File: config.mk
export PLATFORM = sky130hd
export DESIGN_NAME = edge_reconstructor
export DESIGN_NICKNAME = d
export VERILOG_FILES = /design/src/rtl/edge_reconstructor.sv
export SDC_FILE = /design/constraint.sdc
export NUM_CORES = 1
export LEC_CHECK = 0
export CAP_MARGIN = 20
export CORE_MARGIN = 2
export CORE_UTILIZATION = 40
export CTS_CLUSTER_SIZE = 30
export DETAILED_ROUTE_END_ITERATION = 8
export PLACE_DENSITY = 0.71
export SLEW_MARGIN = 0
export SYNTH_ARGS = -nofsm -noshare
export SYNTH_HDL_FRONTEND = slang
export SYNTH_SLANG_ARGS = --single-unit
File: constraint.sdc
create_clock -name clk -period 3.9 [get_ports clk]
set_input_delay 0.78 -clock clk [delete_from_list [all_inputs] [get_ports clk]]
set_output_delay 0.78 -clock clk [all_outputs]
set_load 0.05 [all_outputs]
File: src/rtl/edge_reconstructor.sv
// Rebuilds a level waveform from rise/fall event pulses; every applied level holds for at least MIN_WIDTH cycles.
// Optional EDGE_RECON_CANCEL_EN: a legal event annihilates the unpopped FIFO tail instead of being pushed.
module edge_reconstructor #(
  parameter int MIN_WIDTH = 4,
  parameter int DEPTH     = 4
) (
  input  logic                         clk,
  input  logic                         rst_n,
  input  logic                         pos,
  input  logic                         neg,
  input  logic                         clr,
  output logic                         out,
  output logic                         busy,
  output logic [$clog2(DEPTH+1)-1:0]   pending,
  output logic                         err,
  output logic                         overflow
);

  localparam int CW = $clog2(DEPTH+1);
  localparam int PW = (DEPTH > 1) ? $clog2(DEPTH) : 1;

  logic [DEPTH-1:0] fifo_q;
  logic [PW-1:0]    rd_q, wr_q;
  logic [CW-1:0]    cnt_q;
  logic [7:0]       hold_q;
  logic             out_q, err_q, ovf_q;

  logic          rise, fall, both, tail, legal, redundant;
  logic          pop, push, cancel, drop;
  logic [PW-1:0] last_ptr;
  logic [CW-1:0] cnt_n;

  function automatic logic [PW-1:0] ptr_inc(input logic [PW-1:0] p);
    return (p == PW'(DEPTH-1)) ? '0 : p + PW'(1);
  endfunction

  always_comb begin
    rise      = pos & ~neg;
    fall      = neg & ~pos;
    both      = pos & neg;
    last_ptr  = (wr_q == '0) ? PW'(DEPTH-1) : wr_q - PW'(1);
    // With the FIFO empty the tail is whatever is already on out.
    tail      = (cnt_q == '0) ? out_q : fifo_q[last_ptr];
    legal     = (rise && !tail) || (fall && tail);
    redundant = (rise && tail) || (fall && !tail);
    pop       = (hold_q == 8'd0) && (cnt_q != '0);
`ifdef EDGE_RECON_CANCEL_EN
    cancel    = legal && ((cnt_q > CW'(1)) || ((cnt_q == CW'(1)) && !pop));
`else
    cancel    = 1'b0;
`endif
    push      = legal && !cancel && ((cnt_q < CW'(DEPTH)) || pop);
    drop      = legal && !cancel && !push;
    cnt_n     = cnt_q + CW'(push) - CW'(pop) - CW'(cancel);
  end

  // Event storage carries no reset; occupancy and pointers define validity.
  always_ff @(posedge clk) begin
    if (push) fifo_q[wr_q] <= rise;
  end

  always_ff @(posedge clk or negedge rst_n) begin
    if (!rst_n) begin
      rd_q   <= '0;
      wr_q   <= '0;
      cnt_q  <= '0;
      hold_q <= 8'd0;
      out_q  <= 1'b0;
      err_q  <= 1'b0;
      ovf_q  <= 1'b0;
    end else begin
      cnt_q <= cnt_n;
      if (pop) begin
        rd_q   <= ptr_inc(rd_q);
        out_q  <= fifo_q[rd_q];
        hold_q <= 8'(MIN_WIDTH-1);
      end else if (hold_q != 8'd0) begin
        hold_q <= hold_q - 8'd1;
      end
      if (push)        wr_q <= ptr_inc(wr_q);
      else if (cancel) wr_q <= last_ptr;
      // A set condition in the same cycle overrides clr.
      if (both || redundant) err_q <= 1'b1;
      else if (clr)          err_q <= 1'b0;
      if (drop)              ovf_q <= 1'b1;
      else if (clr)          ovf_q <= 1'b0;
    end
  end

  assign out      = out_q;
  assign pending  = cnt_q;
  assign busy     = (cnt_q != '0) || (hold_q != 8'd0);
  assign err      = err_q;
  assign overflow = ovf_q;

endmodule

==> results of run 1 <==
[cell families after synthesis]
| logic type | count (synthesis) | synth area share (%) |
|---|---|---|
| simple gates | 36 | 17.9 |
| flops | 22 | 47.7 |
| buf+inv | 13 | 4.08 |
| compound gates | 12 | 8.80 |
| fa+ha+maj | 9 | 10.1 |
| mux | 6 | 7.75 |
| xor+xnor | 5 | 3.67 |
[cell usage after synthesis, drive strengths merged]
cell    count
a21o        1
a21oi       4
a221o       1
a22o        1
and2        6
and2b       1
dfrtp      18
edfxtp      4
fa          1
ha          8
inv        13
mux2        3
mux2i       1
mux4        2
nand2       5
nand2b      1
nand3       4
nand4       1
nor2        3
nor2b       3
nor3        5
nor4        3
o21ai       3
o221ai      1
o32a        1
or2b        1
or3         2
or4         1
xnor2       3
xor2        2
[where the power goes]
group / total [mW] / internal [mW] / switching [mW]
logic: 0.572 / 0.260 / 0.312
clock network: 0.105 / 0.0398 / 0.0657
registers: 0.442 / 0.335 / 0.106
[state kept, by name, summed over array words and instances, names as in the netlist]
| signal | cells |
|---|---|
| fifo_q | 4 |
| err | 1 |
| overflow | 1 |
| hold_q | 8 |
| pending | 3 |
| wr_q | 2 |
| out | 1 |
| rd_q | 2 |
[final cells by class]
type,instances,area share (%)
Tap cell,31,2.82
Sequential cell,22,41.4
Multi-Input combinational cell,68,41.8
Inverter,13,3.54
Timing Repair Buffer,12,8.54
Clock buffer,4,1.91
[worst max-delay path, delay by kind of cell (launching register included)]
kind	cells	cell delay, ns
buffers and inverters	1	0.72
flip-flops	1	0.45
AND/OR/NAND/NOR	3	1.15
[path summary, 6_finish.rpt]
check | startpoint | to | slack [ns] | depth (start not counted)
max in group asynchronous | rst_n | overflow | 2.46 | 1
min in group asynchronous | rst_n | out | 0.93 | 1
worst max-delay path | hold_q[3] | busy | 0.50 | 4
worst min register to register | hold_q[5] | hold_q[5] | 0.52 | 1
worst max register to register | wr_q[0] | pending[2] | 0.51 | 14
worst min-delay path | hold_q[5] | hold_q[5] | 0.52 | 1
[layer usage]
layer	up-vias	share of wire [%]	GRT usage, %
li1	392	-	-
met1	375	48	17.9
met2	10	48	21.8
met3	2	3.2	2.20
met4	0	0.75	5.84
met5	-	0	0
[metrics by stage]
step	setup WS, ns	instance area [um2]	hold WS [ns]	instances
2_1_floorplan	0.709	1190	0.468	103
3_3_place_gp	0.430	1350	0.488	146
3_5_place_dp	0.394	1350	0.501	146
4_1_cts	0.453	1380	0.522	150
5_1_grt	0.289	1380	0.546	150
6_report	0.495	1380	0.517	150
==> results.py, run 1 <==
metrics = {
    "worst_setup_path": {
        "critPathSlowestCell": "clkdlybuf4s50_1",
        "critPathKind": "register to output port",
        "arrival_ns": 2.62,
        "worst_setup_path_start_kind": "register",
        "crit_required_ns": 3.12,
        "crit_fanout": 5,
        "critPathMaxStageDelay_ns": 0.72,
        "critPathCaptureType": "output port",
        "crit_chain": "or4_4 -> nor3_1 -> nand2_1 -> clkdlybuf4s50_1",
    },
    "route": {
        "drc": 2,
        "dr.pass1.iters": 6,
        "via_per_inst": 5.19,
        "drt_iter0_drc": 11,
        "wl_um": 1990,
        "wire_per_inst_um": 13.2,
        "vias": 779,
        "detail-route-antenna-nets": 0,
    },
    "cells_and_area": {
        "n_fill_cell": 272,
        "n_antenna_cell": 0,
        "most-common-layout-cells": "dfrtp_1, inv_1, clkdlybuf4s50_1",
        "regArea_um2": 571,
        "fin_util_pct": 49.1,
        "mostFrequentLayoutCell": "dfrtp_1",
        "drive_gt1_share_pct": 16.0,
        "syn2layout_area_growth_pct": 15.3,
        "num-nets-final": 134,
        "multiInputGateArea_um2": 576,
    },
    "sta": {
        "slew_headroom_pct": 45.4,
        "fmax_ghz": 0.294,
        "finalCritPeriodShare_pct": 87.3,
        "finalSetupViolations": 0,
        "grt_setup_unrepaired": "no",
        "slew_violations": 0,
        "setup_tns_ns": 0,
        "finalHoldViolCount": 0,
        "finClkSkew_ns": 0.00483,
        "tightest_slew_ns": 0.817,
        "min_period_ns": 3.40,
    },
    "global_routing": {
        "grt_pass1_vias": 761,
        "grt_antenna_before_repair": 0,
        "grt_max_degree": 19,
        "grtUsageTotal_pct": 13.5,
        "grt_pass1_wl_um": 3440,
        "overflow": 0,
    },
    "hold_path": {
        "hold_path_class": "register to register",
    },
    "clock_tree": {
        "cts_sinks": 22,
        "cts_tree": "done",
        "cts_resized": 0,
        "cts_max_level": 1,
        "clkTransAtPathRegs_ns": 0.11,
        "cts_root_buf": "clkbuf_4",
        "post_cts_buffers": 0,
        "postCtsHoldBufs": 0,
        "worstSkewPairLatency_ns": 0.30,
        "cts_buffers": 3,
        "cts.path.max_buffers": 2,
    },
    "placement": {
        "hpwl_um": 1510,
        "routabilityCongestion": 0.761,
        "portBuffers": 11,
    },
    "pwr": {
        "total_power_mw": 1.12,
        "vdd_ir_drop_max_mv": 0.452,
        "cellLeakagePower_nw": 0.607,
        "power.density_nw_per_um2": 813,
    },
    "synth": {
        "netlist.area_leader.share_pct": 37.7,
        "synth_seq_cells": 22,
        "syn_nets": 117,
        "synthesis.area_um2": 1190,
        "ys_seq_area_share_pct": 47.7,
        "synth.area.top_cells": "dfrtp_1, edfxtp_1, ha_1, inv_1, mux4_2",
        "synthDistinctLibCells": 35,
        "synth_area_leader_cell": "dfrtp_1",
        "syn_inst": 103,
        "yosys_warnings": 0,
        "syn_area_per_cell_um2": 11.6,
    },
    "floorplanning": {
        "die_h_um": 58.7,
        "initial_core_util_pct": 42.6,
        "core-area_um2": 2810,
        "rows": 19,
        "design.die.area_um2": 3440,
        "ioPinCount": 12,
        "die_x_um": 58.7,
    },
    "status": {
        "violations": "design-rule violations",
        "status": "finished, violations left",
    },
    "run": {
        "drv_cap": 0,
    },
}
No activity file was read; power rests on OpenSTA's default activity.
==> run 2: changes to the inputs <==
- PLACE_DENSITY: 0.71 -> 0.74
- clock period: 3.9 -> 2.9 ns (I/O delays scaled with it)
==> run 2 against run 1 <==
Net effect:
- the run ends with negative setup slack left
- first-iteration DRC count increased by 18%
- worst setup slack got worse by 0.62 ns
- clock power rose by 40%
- combinational power grew 75%
- via count is 9.2% higher
- worst hold slack improved by 0.021 ns
- register-to-register slack got worse by 0.63 ns
- non-clock buffer count increased by 16
- design area up 11%
- sequential power grew 30%
- critical path depth increased by 10
==> results.py, run 2 (synthesized netlist as in run 1, its figures left out) <==
metrics = {
    "floorplanning": {
        "initial_core_util_pct": 42.6,
        "die_h_um": 58.7,
        "core-area_um2": 2810,
        "rows": 19,
        "ioPinCount": 12,
        "die_x_um": 58.7,
        "design.die.area_um2": 3440,
    },
    "clock_tree": {
        "worstSkewPairLatency_ns": 0.30,
        "cts.path.max_buffers": 2,
        "cts_tree": "done",
        "cts_root_buf": "clkbuf_4",
        "cts_max_level": 1,
        "postCtsHoldBufs": 0,
        "clkTransAtPathRegs_ns": 0.12,
        "cts_sinks": 22,
        "cts_buffers": 3,
    },
    "sta": {
        "layout_setup_ws_ns": -0.124,
        "slew_violations": 0,
        "tightest_slew_ns": 0.832,
        "grt_setup_unrepaired": "yes",
        "finalCritPeriodShare_pct": 104,
        "finalHoldViolCount": 0,
        "finalSetupViolations": 2,
        "setup_tns_ns": -0.161,
        "fmax_ghz": 0.331,
        "slew_headroom_pct": 44.3,
        "min_period_ns": 3.02,
        "finClkSkew_ns": 0.000937,
    },
    "pwr": {
        "power.density_nw_per_um2": 1130,
        "cellLeakagePower_nw": 0.691,
        "vdd_ir_drop_max_mv": 0.828,
    },
    "worst_setup_path": {
        "crit_chain": "inv_2 -> ha_4 -> nor2b_4 -> mux4_2 -> o32a_4 -> a21oi_4 -> inv_1 -> ha_1 -> inv_1 -> ha_1 -> inv_1 -> fa_2 -> xnor2_2 -> xnor2_1",
        "worst_setup_path_start_kind": "register",
        "critPathSlowestCell": "mux4_2",
        "crit_fanout": 2,
        "crit_required_ns": 3.10,
        "critPathMaxStageDelay_ns": 0.54,
        "path_buf_inv": 4,
        "rr_startpoint": "wr_q[0]",
        "cpMostUsedCell": "inv_1",
        "critPathKind": "register to register",
        "crit_path_start": "wr_q[0]",
        "critPathTopFamily": "adder cells",
        "critPathCaptureType": "register",
        "arrival_ns": 3.22,
    },
    "global_routing": {
        "grt_max_degree": 19,
        "grtUsageTotal_pct": 14.6,
        "overflow": 0,
        "grt_pass1_wl_um": 3830,
        "grt_pass1_vias": 842,
        "grt_antenna_before_repair": 0,
    },
    "placement": {
        "hpwl_um": 1720,
        "routabilityCongestion": 0.759,
        "portBuffers": 11,
        "place_inst": 159,
    },
    "route": {
        "detail-route-antenna-nets": 0,
        "drc": 0,
        "wire_per_inst_um": 13.4,
        "via_per_inst": 5.13,
        "dr.pass1.iters": 4,
        "vias": 851,
        "wl_um": 2220,
        "drt_iter0_drc": 13,
    },
    "status": {
        "violations": "negative setup slack",
        "status": "finished, violations left",
    },
    "run": {
        "drv_cap": 0,
    },
    "cells_and_area": {
        "final_cell_count_no_fill": 166,
        "n_fill_cell": 261,
        "n_antenna_cell": 0,
        "num-nets-final": 150,
        "syn2layout_area_growth_pct": 27.6,
        "drive_gt1_share_pct": 31.1,
        "most-common-layout-cells": "dfrtp_1, buf_4, inv_1",
        "largest_reg_flops": 8,
        "largest_register": "hold_q",
        "fin_util_pct": 54.4,
    },
    "hold_path": {
        "hold_path_class": "register to register",
        "min-delay-start": "overflow",
    },
}
## run 2: power by group
part / total, mW / internal [mW] / switching (mW)
registers: 0.576 / 0.451 / 0.125
clock network: 0.147 / 0.0536 / 0.0931
logic: 1.00 / 0.503 / 0.498
## run 2: timing repair
item / in CTS / in global routing
endpoints found under the setup margin: 2 / 2
resized for setup: 3 / 1
pin swaps: 4 / 0
buffers inserted: 2 / 1
## run 2: path summary, 6_finish.rpt
check	to	slack [ns]	depth (start not counted)
max reg2reg	pending[2]	-0.12	14
max	pending[2]	-0.12	14
min	overflow	0.54	1
max in group asynchronous	err	1.65	1
min reg2reg	overflow	0.54	1
min in group asynchronous	hold_q[6]	0.74	1
## run 2: cell type report
type	instances	area, um2	share of cell area [%]
multi-input combinational	68	606	39.7
timing repair buffer	28	235	15.4
inverter	13	48.8	3.20
clock buffer	4	26.3	1.72
sequential	22	571	37.4
tap	31	38.8	2.54
## run 2: per-stage QoR
stage                     power [mW]  hold WS, ns  setup slack (ns)  area, um2
final                           1.72        0.538            -0.124       1530
after global placement          1.47        0.504            -0.218       1460
after CTS                       1.73        0.543            -0.147       1520
after floorplan                 1.19        0.284            -0.256       1210
after detailed placement        1.52        0.507            -0.305       1460
after global routing            1.85        0.564            -0.262       1530
## run 2: metal layers
metal	global-route usage, %	part of all wire [%]
met1	18.4	45
met2	26.3	51
met3	2.42	3.1
met4	2.92	0.59
met5	0	0
